## config.mk

```make
export PLATFORM = sky130hd
export DESIGN_NAME = window_ctrl
export DESIGN_NICKNAME = d
export VERILOG_FILES = /design/src/rtl/npu_ctrl_pkg.sv /design/src/rtl/pad_mask_gen.sv /design/src/rtl/window_ctrl.sv
export SDC_FILE = /design/constraint.sdc
export NUM_CORES = 1
export LEC_CHECK = 0
export ABC_AREA = 1
export CELL_PAD_IN_SITES_DETAIL_PLACEMENT = 0
export CELL_PAD_IN_SITES_GLOBAL_PLACEMENT = 1
export CORE_MARGIN = 1.5
export CORE_UTILIZATION = 13
export CTS_CLUSTER_SIZE = 30
export DETAILED_ROUTE_END_ITERATION = 12
export PLACE_DENSITY_LB_ADDON = 0.05
export SLEW_MARGIN = 20
export SYNTH_ARGS = -nofsm -noshare
export SYNTH_HDL_FRONTEND = slang
export SYNTH_SLANG_ARGS = --single-unit
```

## constraint.sdc

```tcl
create_clock -name clk -period 1.65 [get_ports clk]
set_clock_uncertainty 0.15 [all_clocks]
set_input_delay 0.2475 -clock clk [delete_from_list [all_inputs] [get_ports clk]]
set_output_delay 0.2475 -clock clk [all_outputs]
set_load 0.01 [all_outputs]
```

## src/rtl/npu_ctrl_pkg.sv

```systemverilog
// Shared types for the window/padding control stage: FSM states, tap count,
// mask type and the tap-index -> (dr, dc) offset lookup.
package npu_ctrl_pkg;

  localparam int TAPS = 9;

  typedef logic [TAPS-1:0] mask_t;
  typedef logic signed [1:0] offs_t;

  typedef enum logic [1:0] {
    ST_IDLE  = 2'd0,
    ST_RUN   = 2'd1,
    ST_DRAIN = 2'd2
  } state_t;

  // Tap 8 is top-left (-1,-1), tap 0 is bottom-right (+1,+1).
  function automatic offs_t tap_dr(input int t);
    return offs_t'((8 - t) / 3 - 1);
  endfunction

  function automatic offs_t tap_dc(input int t);
    return offs_t'((8 - t) % 3 - 1);
  endfunction

endpackage

```

## src/rtl/pad_mask_gen.sv

```systemverilog
// Combinational 3x3 SAME-padding mask: bit t is set when tap t of the window
// centred at (row, col) lies inside the IMG_W x IMG_H map.
module pad_mask_gen
  import npu_ctrl_pkg::*;
#(
  parameter int IMG_W = 80,
  parameter int IMG_H = 8,
  parameter int COL_W = 7,
  parameter int ROW_W = 3
) (
  input  logic [ROW_W-1:0] row,
  input  logic [COL_W-1:0] col,
  output mask_t            mask
);

  localparam logic signed [ROW_W:0] ROW_MAX = (ROW_W+1)'(IMG_H - 1);
  localparam logic signed [COL_W:0] COL_MAX = (COL_W+1)'(IMG_W - 1);

  // One extra bit makes row-1 at row 0 negative instead of aliasing high;
  // a +1 overflow at the counter maximum also lands negative, i.e. outside.
  always_comb begin
    logic signed [ROW_W:0] rr;
    logic signed [COL_W:0] cc;
    mask = '0;
    rr   = '0;
    cc   = '0;
    for (int t = 0; t < TAPS; t++) begin
      rr = $signed({1'b0, row}) + (ROW_W+1)'(tap_dr(t));
      cc = $signed({1'b0, col}) + (COL_W+1)'(tap_dc(t));
      mask[t] = !rr[ROW_W] && (rr <= ROW_MAX) && !cc[COL_W] && (cc <= COL_MAX);
    end
  end

endmodule

```

## src/rtl/window_ctrl.sv

```systemverilog
// Window scan / zero-padding control between memory and the arithmetic part.
// Optional WINDOW_CTRL_STRIDE2_EN adds a stride2 input (even rows/cols only).
module window_ctrl
  import npu_ctrl_pkg::*;
#(
  parameter int DATA_W  = 8,
  parameter int BIAS_W  = 16,
  parameter int NCH     = 8,
  parameter int IMG_W   = 80,
  parameter int IMG_H   = 8,
  parameter int COL_W   = 7,
  parameter int ROW_W   = 3,
  parameter int MEM_LAT = 1
) (
  input  logic                    clk,
  input  logic                    rst,
  input  logic                    start,
  input  logic                    pause,
  input  logic                    en_bias,
`ifdef WINDOW_CTRL_STRIDE2_EN
  input  logic                    stride2,
`endif
  output logic                    rd_valid,
  output logic [ROW_W-1:0]        rd_row,
  output logic [COL_W-1:0]        rd_col,
  input  logic [TAPS*DATA_W-1:0]  fmaps,
  input  logic [NCH*BIAS_W-1:0]   biases,
  output logic [TAPS*DATA_W-1:0]  fmap,
  output logic [NCH*BIAS_W-1:0]   biasp,
  output logic                    fmap_valid,
  output logic                    busy,
  output logic                    done
);

  localparam logic [COL_W:0] COL_LAST = (COL_W+1)'(IMG_W - 1);
  localparam logic [ROW_W:0] ROW_LAST = (ROW_W+1)'(IMG_H - 1);

  state_t             state;
  logic [ROW_W-1:0]   row;
  logic [COL_W-1:0]   col;
  mask_t              mask_now;
  mask_t              iss_mask;
  logic               iss_bias;
  logic [MEM_LAT-1:0] dly_valid;
  logic [MEM_LAT-1:0] dly_bias;
  mask_t              dly_mask [MEM_LAT];
  logic [MEM_LAT-1:0] early;
  logic               pending;
  logic [1:0]         step;
  logic [COL_W:0]     col_step;
  logic [ROW_W:0]     row_step;
  logic               col_wrap;
  logic               row_last;

`ifdef WINDOW_CTRL_STRIDE2_EN
  logic step2;
  assign step = step2 ? 2'd2 : 2'd1;
`else
  assign step = 2'd1;
`endif

  assign col_step = {1'b0, col} + (COL_W+1)'(step);
  assign row_step = {1'b0, row} + (ROW_W+1)'(step);
  assign col_wrap = col_step > COL_LAST;
  assign row_last = row_step > ROW_LAST;

  pad_mask_gen #(
    .IMG_W (IMG_W),
    .IMG_H (IMG_H),
    .COL_W (COL_W),
    .ROW_W (ROW_W)
  ) u_mask (
    .row  (row),
    .col  (col),
    .mask (mask_now)
  );

  // Anything still in flight other than the beat currently at the output.
  always_comb begin
    early = dly_valid;
    early[MEM_LAT-1] = 1'b0;
  end
  assign pending = rd_valid | (|early);

  always_ff @(posedge clk) begin
    if (rst) begin
      state     <= ST_IDLE;
      row       <= '0;
      col       <= '0;
      rd_valid  <= 1'b0;
      rd_row    <= '0;
      rd_col    <= '0;
      iss_mask  <= '0;
      iss_bias  <= 1'b0;
      dly_valid <= '0;
      dly_bias  <= '0;
      for (int i = 0; i < MEM_LAT; i++) dly_mask[i] <= '0;
      busy      <= 1'b0;
      done      <= 1'b0;
`ifdef WINDOW_CTRL_STRIDE2_EN
      step2     <= 1'b0;
`endif
    end else begin
      rd_valid <= 1'b0;
      iss_mask <= '0;
      iss_bias <= 1'b0;
      done     <= 1'b0;

      dly_valid[0] <= rd_valid;
      dly_bias[0]  <= iss_bias;
      dly_mask[0]  <= iss_mask;
      for (int i = 1; i < MEM_LAT; i++) begin
        dly_valid[i] <= dly_valid[i-1];
        dly_bias[i]  <= dly_bias[i-1];
        dly_mask[i]  <= dly_mask[i-1];
      end

      unique case (state)
        ST_IDLE: begin
          if (start) begin
            state <= ST_RUN;
            busy  <= 1'b1;
            row   <= '0;
            col   <= '0;
`ifdef WINDOW_CTRL_STRIDE2_EN
            step2 <= stride2;
`endif
          end
        end
        ST_RUN: begin
          if (!pause) begin
            rd_valid <= 1'b1;
            rd_row   <= row;
            rd_col   <= col;
            iss_mask <= mask_now;
            iss_bias <= en_bias;
            if (col_wrap) begin
              col <= '0;
              if (row_last) state <= ST_DRAIN;
              else          row   <= row_step[ROW_W-1:0];
            end else begin
              col <= col_step[COL_W-1:0];
            end
          end
        end
        ST_DRAIN: begin
          if (!pending) begin
            state <= ST_IDLE;
            busy  <= 1'b0;
            done  <= 1'b1;
          end
        end
        default: state <= ST_IDLE;
      endcase
    end
  end

  assign fmap_valid = dly_valid[MEM_LAT-1];

  // The delayed mask is zero on non-valid cycles, so fmap is zero then too.
  for (genvar t = 0; t < TAPS; t++) begin : g_lane
    assign fmap[t*DATA_W +: DATA_W] =
      dly_mask[MEM_LAT-1][t] ? fmaps[t*DATA_W +: DATA_W] : '0;
  end

  assign biasp = (dly_valid[MEM_LAT-1] && dly_bias[MEM_LAT-1]) ? biases : '0;

endmodule

```

# Yosys cells after proc, flatten, opt, wreduce, memory -nomap -nowiden

Memories as Yosys holds them, arrays and structs flattened.
Cells that the tools add are included.

Register bits after elaboration: 37
RAM bits: 9
Bits of input ports: 205
Output and inout bits: 214
Memories kept: 1

$add $sub $neg: 6
$lt $le $gt $ge: 8
Eq/ne operators: 8
Mux-type cells: 35
Bitwise logic cells: 3
Reduce and logical (&&, ||, !) cells: 34

Memories:

| memory   | depth | bits a word | rd ports | clocked after Yosys merged registers in | wr ports | RTL line          | text |
|---|---|---|---|---|---|---|---|
| dly_mask | 1     | 9           | 1        | 0                                       | 1        | window_ctrl.sv:46 | `mask_t dly_mask [MEM_LAT];` |

Operators with widths:

| kind                                                  | count |
|---|---|
| 2-to-1 mux 128 bit                                    | 1 |
| 2-to-1 mux 8 bit                                      | 9 |
| 2-to-1 mux 7 bit                                      | 3 |
| logical AND 1 bit                                     | 18 |
| adder 7 x 1 -> 8 bit, second input constant           | 2 |
| less-or-equal comparator 8 bit, second input constant | 2 |
| case mux 7 bit (2 select lines)                       | 1 |
| 2-to-1 mux 3 bit                                      | 4 |
| != test 2 bit, second input constant                  | 6 |
| 2-to-1 mux 2 bit                                      | 5 |
| AND reduction 5 bit                                   | 2 |
| 2-to-1 mux 9 bit                                      | 1 |
| OR reduction 9 bit                                    | 1 |
| adder 3 x 1 -> 4 bit, second input constant           | 2 |
| adder 8 x 1 -> 8 bit, second input constant           | 1 |
| > comparator 8 x 7 -> 1 bit, second input constant    | 1 |
| less-or-equal comparator 4 bit, second input constant | 2 |
| 2-to-1 mux 1 bit                                      | 8 |
| less-or-equal comparator 7 bit, second input constant | 1 |
| case mux 2 bit (3 select lines)                       | 1 |
| case mux 3 bit (2 select lines)                       | 1 |
| AND reduction 3 bit                                   | 2 |
| adder 4 x 1 -> 4 bit, second input constant           | 1 |
| > comparator 4 x 3 -> 1 bit, second input constant    | 1 |
| other kinds (11)                                      | 18 |

# Longest topological paths before layout

Gate-level depths: netlist of run 1.

Depth after elaboration: 6
Mapped depth: 11

# Hierarchy

Synthesis of run 1 repeated with hierarchy kept, for this count alone.

Cell total of the unflattened synthesis: 666
Area, all modules: 3445.8 um^2

Modules (own cells, without submodules):

| module       | instances | cells each | area an instance (um^2) |
|---|---|---|---|
| window_ctrl  | 1         | 642        | 3326.9 |
| pad_mask_gen | 1         | 24         | 118.9 |

# Worst setup path after synthesis of run 1

No wires, ideal clock.

Path kind: reg2reg
Start point: register col[1]
End point: register row[1]
Library setup time: 0.115 ns
Arrival time: 1.321 ns
Required time: 1.385 ns
Path slack: 0.064 ns
Stages on the path, launching flop included: 11
Buffers on the path: 0
Clock period less this slack: 1.586 ns
Cell sequence: dfxtp_1 ha_1 nand3_2 nor2_1 nand2_1 nand2_1 nand2_1 nand3_1 nand2_2 a21oi_1 nor2_1

Longest elaborated chain between the ends: 4

RTL lines:

| what                          | RTL line           | text |
|---|---|---|
| start, declared               | window_ctrl.sv:40  | `logic [COL_W-1:0] col;` |
| start signal, assigned        | window_ctrl.sv:142 | `col <= col_step[COL_W-1:0];` |
| adder 7 x 1 -> 8 bit          | window_ctrl.sv:62  | `assign col_step = {1'b0, col} + (COL_W+1)'(step);` |
| > comparator 8 x 7 -> 1 bit   | window_ctrl.sv:64  | `assign col_wrap = col_step > COL_LAST;` |
| != test 2 bit (no line)       | n/a                |  |
| AND reduction 5 bit (no line) | n/a                |  |
| end signal, assigned          | window_ctrl.sv:140 | `else row <= row_step[ROW_W-1:0];` |
| end, declared                 | window_ctrl.sv:39  | `logic [ROW_W-1:0] row;` |

No other way between the ends.
A chain may end at the register's enable or synchronous reset.

# Final worst setup path of run 1

Start point: register dly_valid (netlist: fmap_valid)
End point: output biasp[57]

Longest elaborated chain between the ends: 2

RTL lines:

| what                            | RTL line           | text |
|---|---|---|
| start, declared                 | window_ctrl.sv:44  | `logic [MEM_LAT-1:0] dly_valid;` |
| start signal, assigned by index | window_ctrl.sv:113 | `dly_valid[i] <= dly_valid[i-1];` |
| logical AND 1 bit               | window_ctrl.sv:166 | `assign biasp = (dly_valid[MEM_LAT-1] && dly_bias[MEM_LAT-1]) ? biases : '0;` |
| 2-to-1 mux 128 bit              | window_ctrl.sv:166 |  |
| end, declared                   | window_ctrl.sv:29  | `output logic [NCH*BIAS_W-1:0] biasp,` |

No other way between the ends.

==> impl_metrics.json, run 1 <==
{
  "numCtsBuffers": 5,
  "synth.net_count": 865,
  "violations": "setup timing",
  "finalNonFillerCells": 1450,
  "clock.fmax_ghz": 0.6025,
  "core-area_um2": 25980,
  "root_buffer": "clkbuf_16",
  "vias_per_cell": 3.477,
  "drc": 0,
  "placed_area_um2": 8368,
  "vias": 5042,
  "cp.depth": 5,
  "cp.required_ps": 1250,
  "grt_pass1_vias": 4650,
  "finalHoldViolations": 0,
  "clock-sinks": 46,
  "ios": 419,
  "critical_path.max_fanout": 8,
  "fin_setup_tns_ps": -9.746,
  "cts_hold_buf": 0,
  "slew_headroom_pct": 69.35,
  "io_buffers": 418,
  "drtAntennaViolNets": 0,
  "slowest_stage": "dfxtp_2",
  "synthCells": 655,
  "avgSynthCellArea_um2": 5.253,
  "peakVddDrop_uv": 405.1,
  "final_cell_mix": "inv_1, clkdlybuf4s50_1, nand2_1",
  "multi_input_area_um2": 2071,
  "start_kind": "register",
  "layout_min_cycle_time_ps": 1660,
  "place.gp.congestion": 0.7758,
  "num-fill-cells": 2856,
  "place_ws_ps": -200.7,
  "crit_family": "buffers and inverters",
  "dpl.cell_count": 1427,
  "cts_tree": "yes",
  "die_y_um": 165.7,
  "use_met1_pct": 16.74,
  "critPathKind": "register to output pin",
  "final_common_cell": "inv_1",
  "whs_path_depth": 2,
  "rsz0062_at_grt": "yes",
  "finalWorstSetupSlack_ps": -9.746,
  "setup_viol": 1,
  "swShare_pct": 26.20,
  "final_nets": 1320,
  "drt_iter0_drc": 135,
  "wire_per_inst_um": 15.65,
  "cpPeakStageDelay_ps": 350,
  "drv_cap": 0,
  "finalInstanceArea_um2": 8821,
  "yosys_warnings": 0,
  "synth_seq_cells": 46,
  "path_clk_slew_ps": 60,
  "die_w_um": 165.7,
  "p_clk_share_pct": 32.6,
  "grt_max_degree": 19,
  "p_leak_uw": 0.005211,
  "critical_path.cell_chain": "nand2_4, buf_12, buf_12, nor2_1, buf_2",
  "fin_util_pct": 33.95,
  "crit_top_cell": "buf_12",
  "rows": 59,
  "dp_hpwl_mm": 19.09,
  "antenna_found_initial": 5,
  "p_seq_share_pct": 37.7,
  "seq_area_um2": 964.7,
  "clkLatencyLatePin_ps": 290,
  "intPower_uw": 2307,
  "first_pass_iters": 4,
  "dieArea_um2": 27450,
  "power_switching_uw": 819.0,
  "synth_area_um2": 3441,
  "wl_mm": 22.69,
  "grtUsageMet3_pct": 3.393,
  "ys_types": 28,
  "p_comb_share_pct": 29.7,
  "ctsHtreeMaxLevel": 2,
  "grt_pass1_wl_mm": 32.55,
  "drv_slew": 0,
  "outcome": "finished, violations left",
  "crit_arrival_ps": 1260,
  "busiest_layer": "met2",
  "path_buf_inv": 3,
  "drive_gt1_share_pct": 30.24,
  "start_util_pct": 13.24,
  "track_usage_pct": 15.75,
  "cts_buffer_depth": 2,
  "hold_path_class": "register to register",
  "period_share_pct": 100.6,
  "worst_slew_pin_slew_ps": 455.8,
  "end_kind": "output pin",
  "syn2layout_area_growth_pct": 156.4,
  "overflow": 0,
  "seq_area_frac_synth_pct": 26.76,
  "met2_usage_pct": 30.87,
  "power.density_nw_per_um2": 354.4,
  "reg2reg_depth": 10
}
==> worst register-to-register path, delay by kind of cell (launching register included) <==
| family | cells | cell delay (ps) |
|---|---|---|
| buf+inv | 1 | 130 |
| compound gates | 1 | 200 |
| simple gates | 8 | 660 |
| flops | 1 | 360 |
==> flip-flops by register name, summed over array words and instances (netlist names), 2 cells and up <==
name,cells
dly_mask,9
col,7
rd_col,7
state,2
row,3
rd_row,3
iss_mask,9
==> cells by family after synthesis <==
group	synth area share (%)
simple gates	36.58
buf+inv	28.87
flops	26.76
compound gates	5.455
fa+ha+maj	1.818
xor+xnor	0.5092
==> metrics by stage <==
| stage | hold WS, ps | total power [µW] |
|---|---|---|
| 3_3_place_gp | 241.2 | 2083 |
| 4_1_cts | 249.9 | 3106 |
| 3_5_place_dp | 245.9 | 2084 |
| 2_1_floorplan | 209.7 | 1430 |
| 5_1_grt | 266.1 | 3299 |
| 6_report | 245.1 | 3126 |
==> final cells by class <==
cell class                 instances  area share (%)
antenna                            4          0.1135
clock buffer                       5           1.418
clock inverter                     3          0.2695
inverter                         235           10.26
multi-input combinational        347           23.48
sequential                        46           10.94
tap                              335           4.752
timing repair buffer             475           48.78
==> synth_stat cells <==
| cell | number | share of area, % |
|---|---|---|
| a21oi_1 | 14 | 2.0 |
| buf_1 | 1 | 0.11 |
| buf_2 | 2 | 0.29 |
| clkbuf_1 | 24 | 2.6 |
| clkinv_1 | 1 | 0.11 |
| dfxtp_1 | 46 | 27 |
| ha_1 | 5 | 1.8 |
| inv_1 | 227 | 25 |
| inv_2 | 4 | 0.44 |
| inv_4 | 3 | 0.55 |
| nand2_1 | 106 | 12 |
| nand2_2 | 2 | 0.36 |
| nand3_1 | 12 | 1.7 |
| nand3_2 | 4 | 1.2 |
| nand4_1 | 5 | 0.91 |
| nor2_1 | 169 | 18 |
| nor2_2 | 1 | 0.18 |
| nor2_4 | 2 | 0.65 |
| nor2_8 | 2 | 1.2 |
| nor3b_1 | 1 | 0.22 |
| o21ai_0 | 13 | 1.9 |
| o21ai_1 | 3 | 0.44 |
| o21bai_1 | 1 | 0.22 |
| o22ai_1 | 1 | 0.18 |
| o31ai_1 | 2 | 0.44 |
| o32ai_1 | 1 | 0.25 |
| or2_2 | 1 | 0.18 |
| xor2_1 | 2 | 0.51 |
==> metal layers <==
| metal | part of all wire (%) | vias to the layer above |
|---|---|---|
| met2 | 56 | 155 |
| met1 | 37 | 2167 |
| met4 | 1.7 | 2 |
| li1 | - | 2697 |
| met3 | 5.3 | 21 |
| met5 | 0.053 | - |
==> power by group through the flow <==
stage | combinational [µW] | sequential (µW) | clock [µW]
after floorplan | 222 | 1210 | 0
after global placement | 869 | 1210 | 0
after detailed placement | 872 | 1210 | 0
after CTS | 875 | 1180 | 1050
after global routing | 1010 | 1180 | 1100
final | 928 | 1180 | 1020
==> final timing paths <==
path                     startpoint                        end  slack [ps]
max           fmap_valid$_SDFF_PP0_                  biasp[57]         -10
max reg2reg     col[0]$_SDFFE_PP0P_      state[0]$_SDFFE_PP0P_          30
min reg2reg  iss_mask[1]$_SDFF_PP0_  dly_mask[0][1]$_SDFF_PP0_         250
min          iss_mask[1]$_SDFF_PP0_  dly_mask[0][1]$_SDFF_PP0_         250
==> timing repair <==
item,4_1_cts,5_1_grt
setup endpoints to repair,220,147
pin swaps,12,19
resized for setup,659,198
gates cloned,3,1
setup buffers,11,2
Note: power is estimated with default switching activity, not from simulation.
==> run 2: changes to the inputs <==
MAX_ROUTING_LAYER = met4   (was not set)
==> run 2 against run 1 <==
Compared with the run above:
- the flow still finishes with violations (setup timing)
- core utilization fell by 0.12 points
- final area decreased by 0.35%
- sequential power about the same
- global-route usage rose by 0.46 points
- non-clock buffer count stayed put
- setup slack better by 5.2 ps
- maximum frequency is 0.32% higher
- routed wire length shrank 0.15%
- critical path type unchanged
- highest routed layer is now met4
==> impl_metrics.json, run 2 (same netlist as run 1, synthesis figures left out) <==
{
  "outcome": "finished, violations left",
  "violations": "setup timing",
  "layout_min_cycle_time_ps": 1655,
  "drv_slew": 0,
  "critPathKind": "register to output pin",
  "dp_hpwl_mm": 19.09,
  "cp.required_ps": 1250,
  "whs_path_depth": 2,
  "crit_family": "buffers and inverters",
  "slowest_stage": "dfxtp_2",
  "reg2reg_slack_ps": 40,
  "finalWorstSetupSlack_ps": -4.516,
  "finalHoldViolations": 0,
  "hold_path_startpoint": "iss_mask[0]$_SDFF_PP0_",
  "start_kind": "register",
  "drt_iter0_drc": 147,
  "antenna_found_initial": 5,
  "grt_pass1_wl_mm": 32.52,
  "vias_per_cell": 3.460,
  "worst_slew_pin_slew_ps": 450.6,
  "first_pass_iters": 4,
  "period_share_pct": 100.3,
  "path_clk_slew_ps": 60,
  "setup_viol": 1,
  "place.gp.congestion": 0.7865,
  "final_cell_mix": "inv_1, clkdlybuf4s50_1, nand2_1",
  "syn2layout_area_growth_pct": 155.5,
  "die_w_um": 165.7,
  "place_ws_ps": -200.7,
  "fin_util_pct": 33.83,
  "slew_headroom_pct": 69.71,
  "core-area_um2": 25980,
  "total_power_uw": 3123,
  "power.density_nw_per_um2": 355.3,
  "rsz0062_at_grt": "yes",
  "rows": 59,
  "overflow": 0,
  "wl_mm": 22.65,
  "die_y_um": 165.7,
  "dieArea_um2": 27450,
  "drive_gt1_share_pct": 29.43,
  "swShare_pct": 26.14,
  "crit_arrival_ps": 1260,
  "grt_max_degree": 19,
  "timing.rr.start": "col[0]$_SDFFE_PP0P_",
  "vias": 5021,
  "track_usage_pct": 16.22,
  "crit_top_cell": "buf_12",
  "p_comb_share_pct": 29.6,
  "ios": 419,
  "wire_per_inst_um": 15.61,
  "cts_tree": "yes",
  "grt_pass1_vias": 4661,
  "hold_path_class": "register to register",
  "clkLatencyLatePin_ps": 290,
  "p_seq_share_pct": 37.7,
  "final_common_cell": "inv_1",
  "dpl.cell_count": 1427,
  "start_util_pct": 13.24,
  "root_buffer": "clkbuf_16",
  "hold_path_end": "dly_mask[0][0]$_SDFF_PP0_",
  "clock.fmax_ghz": 0.6044,
  "finalNonFillerCells": 1451,
  "hold_ws_ps": 243.7,
  "cpPeakStageDelay_ps": 350,
  "intPower_uw": 2307,
  "numCtsBuffers": 5,
  "peakVddDrop_uv": 406.0,
  "end_kind": "output pin",
  "io_buffers": 418,
  "critical_path.max_fanout": 8,
  "ctsHtreeMaxLevel": 2,
  "drv_cap": 0,
  "reg2reg_depth": 10,
  "p_clk_share_pct": 32.7,
  "power_switching_uw": 816.2,
  "drc": 0,
  "clock-sinks": 46,
  "reg.largest.list": "dly_mask x9, iss_mask x9",
  "p_leak_uw": 0.005212,
  "path_buf_inv": 3,
  "drtAntennaViolNets": 0,
  "regToRegEndpoint": "state[0]$_SDFFE_PP0P_",
  "final_nets": 1320,
  "cts_hold_buf": 0,
  "critical_path.cell_chain": "nand2_4, buf_12, buf_12, nor2_1, buf_2",
  "cts_buffer_depth": 2
}
-- run 2: changes by cell type in the layout (fill, tap and decap cells not counted) --
cell,before,now
diode_2,4,5
buf_2,83,82
nor2_4,38,36
buf_6,44,43
nor2_2,50,43
buf_4,47,49
nor2_1,84,93
-- run 2: metrics by stage --
stage	setup TNS [ps]	cell area, µm²
5_1_grt	-3738	8790
4_1_cts	-1488	8202
6_report	-4.516	8790
2_1_floorplan	0	3441
3_3_place_gp	-26300	8368
3_5_place_dp	-26640	8368
-- run 2: how the worst max path moves through the flow --
stage                          startpoint                   to  slack, ps  cells after the start
floorplan             col[1]$_SDFFE_PP0P_  row[1]$_SDFFE_PP0P_         60                     10
global placement              biases[110]           biasp[110]       -210                      4
detailed placement            biases[110]           biasp[110]       -200                      4
CTS                 fmap_valid$_SDFF_PP0_            biasp[70]       -110                      5
global route        fmap_valid$_SDFF_PP0_            biasp[75]        -60                      5
finish              fmap_valid$_SDFF_PP0_            biasp[57]         -5                      5
-- run 2: tightest hold or removal path, cell delays in order (launching register included) --
cell,delay (ps)
dfxtp_1,300
inv_1,40
nor2_1,30
-- run 2: timing repair --
| action | 4_1_cts | 5_1_grt |
|---|---|---|
| setup endpoints to repair | 220 | 146 |
| cloned | 3 | 1 |
| setup buffers | 11 | 2 |
| resized for setup | 659 | 188 |
| pin swaps | 12 | 19 |
-- run 2: layout make-up --
class	count	area [µm²]
Timing Repair Buffer	475	4302
Fill cell	2862	17200
Multi-Input combinational cell	347	2038
Tap cell	335	419.2
Sequential cell	46	964.7
Clock buffer	5	125.1
Antenna cell	5	12.51
Inverter	235	904.6
Clock inverter	3	23.77
-- run 2: power by group through the flow --
stage	registers, µW	clock network (µW)	logic [µW]
final	1180	1020	925
after detailed placement	1210	0	872
after global placement	1210	0	869
after floorplan	1210	0	222
after CTS	1180	1050	875
after global routing	1180	1100	1010
-- run 2: layer usage --
layer	GRT usage, %	wire length [µm]
met5	-	0
met1	16.72	8499
met3	3.345	1096
met2	30.80	12670
met4	4.465	392
==> run 3: changes to the inputs <==
CTS_CLUSTER_DIAMETER = 120   (was not set)
REMOVE_ABC_BUFFERS = 1   (was not set)
==> run 3 against run 2 <==
Compared with the run above:
- the flow still finishes with violations (setup timing)
- maximum frequency shrank 7.3%
- core utilization grew 1.1 points
- via count grew 2.0%
- setup slack lost 130 ps
- first-iteration DRC count shrank 13%
- final cell count grew 0.69%
- hold slack lost 2.3 ps
- register-to-register slack lost 40 ps
- die area is the same
- count of clock-buffer cells in the layout is the same
- critical path type unchanged
- largest power group unchanged
==> impl_metrics.json, run 3 (same netlist as run 1, synthesis figures left out) <==
{
  "wire_per_inst_um": 15.25,
  "setup_viol": 73,
  "reg.largest.list": "dly_mask x9, iss_mask x9",
  "hold_path_class": "register to register",
  "track_usage_pct": 15.89,
  "dp_hpwl_mm": 18.54,
  "peakVddDrop_uv": 364.8,
  "root_buffer": "clkbuf_16",
  "fin_setup_tns_ps": -2459,
  "die_y_um": 165.7,
  "hold_path_startpoint": "iss_mask[5]$_SDFF_PP0_",
  "drt_iter0_drc": 128,
  "grt_pass1_vias": 4859,
  "final_common_cell": "inv_1",
  "place.gp.congestion": 0.8200,
  "crit_top_cell": "buf_12",
  "placed_area_um2": 8381,
  "wl_mm": 22.28,
  "hold_ws_ps": 241.5,
  "critical_path.max_fanout": 7,
  "num-fill-cells": 2845,
  "start_kind": "register",
  "period_share_pct": 108.2,
  "whs_path_depth": 2,
  "grt_pass1_wl_mm": 32.37,
  "syn2layout_area_growth_pct": 163.7,
  "reg2reg_slack_ps": 0,
  "ios": 419,
  "clock.fmax_ghz": 0.5604,
  "dieArea_um2": 27450,
  "io_buffers": 418,
  "cpPeakStageDelay_ps": 380,
  "vias": 5122,
  "overflow": 0,
  "outcome": "finished, violations left",
  "worst_slew_pin_slew_ps": 394.9,
  "grt_max_degree": 23,
  "drtAntennaViolNets": 0,
  "finalInstanceArea_um2": 9075,
  "crit_family": "buffers and inverters",
  "p_leak_uw": 0.005291,
  "path_clk_slew_ps": 70,
  "slowest_stage": "dfxtp_4",
  "core-area_um2": 25980,
  "violations": "setup timing",
  "rows": 59,
  "cts_buffer_depth": 2,
  "drc": 0,
  "vias_per_cell": 3.506,
  "critPathKind": "register to output pin",
  "cts_hold_buf": 0,
  "finalWorstSetupSlack_ps": -134.5,
  "numCtsBuffers": 5,
  "die_w_um": 165.7,
  "multi_input_area_um2": 2041,
  "path_buf_inv": 4,
  "seq_area_um2": 969.7,
  "timing.rr.start": "col[0]$_SDFFE_PP0P_",
  "cp.required_ps": 1250,
  "first_pass_iters": 4,
  "ctsHtreeMaxLevel": 2,
  "critical_path.cell_chain": "nand2_8, buf_12, buf_12, buf_8, nor2_1, buf_2",
  "crit_arrival_ps": 1390,
  "start_util_pct": 13.24,
  "hold_path_end": "dly_mask[0][5]$_SDFF_PP0_",
  "drv_slew": 0,
  "drv_cap": 0,
  "finalHoldViolations": 0,
  "clkLatencyLatePin_ps": 280,
  "final_nets": 1334,
  "slew_headroom_pct": 73.45,
  "layout_min_cycle_time_ps": 1784,
  "final_cell_mix": "inv_1, clkdlybuf4s50_1, nor2_1",
  "clock-sinks": 46,
  "rsz0062_at_grt": "yes",
  "antenna_found_initial": 1,
  "drive_gt1_share_pct": 29.69,
  "power.density_nw_per_um2": 361.1,
  "reg2reg_depth": 10,
  "end_kind": "output pin",
  "regToRegEndpoint": "col[5]$_SDFFE_PP0P_",
  "cts_tree": "yes"
}
## run 3: changes by cell type in the layout (fill, tap and decap cells not counted), sizes merged
| cell | change |
|---|---|
| diode | -4 |
| clkbuf | +6 |
| clkdlybuf4s15 | +10 |
| buf | +1 |
| bufinv | +1 |
| dlygate4sd2 | -4 |
| clkdlybuf4s50 | +1 |
| clkinvlp | -1 |
## run 3: layout make-up
cell class / instances / area share (%)
inverter: 235 / 9.858
antenna: 1 / 0.02757
clock buffer: 5 / 1.379
timing repair buffer: 489 / 50.41
clock inverter: 3 / 0.5377
sequential: 46 / 10.69
multi-input combinational: 347 / 22.49
tap: 335 / 4.619
## run 3: power breakdown
part	internal, µW	switching (µW)
combinational	602	325
sequential	1140	37.2
clock	725	449
total	2470	811
## run 3: what timing repair did
item,4_1_cts,5_1_grt
endpoints found under the setup margin,217,111
resized for setup,621,204
pin swaps,8,18
cloned,1,6
setup buffers,8,12
## run 3: stage by stage
step           total power (µW)  instances  util (%)  setup slack, ps
2_1_floorplan              1420        628         -            -1330
3_3_place_gp               2080       1427     32.25           -253.9
3_5_place_dp               2083       1427     32.25           -288.8
4_1_cts                    3271       1443     31.94           -155.3
5_1_grt                    3467       1461     34.92           -184.1
6_report                   3277       1461     34.92           -134.5
## run 3: worst max path at each step
stage                                      from  slack [ps]    endpoint  cells past startpoint
after floorplan           fmap_valid$_SDFF_PP0_       -1330    biasp[0]                      2
after global placement               biases[51]        -250   biasp[51]                      4
after detailed placement  fmap_valid$_SDFF_PP0_        -290   biasp[70]                      6
after CTS                 fmap_valid$_SDFF_PP0_        -160   biasp[92]                      5
after global routing      fmap_valid$_SDFF_PP0_        -180  biasp[123]                      6
final                     fmap_valid$_SDFF_PP0_        -130   biasp[90]                      6
## run 3: per-layer routing
metal  wire length (µm)  GRT usage (%)  vias to the layer above
li1                   -              -                     2728
met1               8240          16.45                     2216
met3                925          2.581                       23
met2              12710          31.05                      155
met4                406          3.408                        0
met5                  0              -                        -
## run 3: worst min-delay path, stage by stage, from the launching register on
cell	delay [ps]
dfxtp_1	300
inv_1	40
nor2_1	30
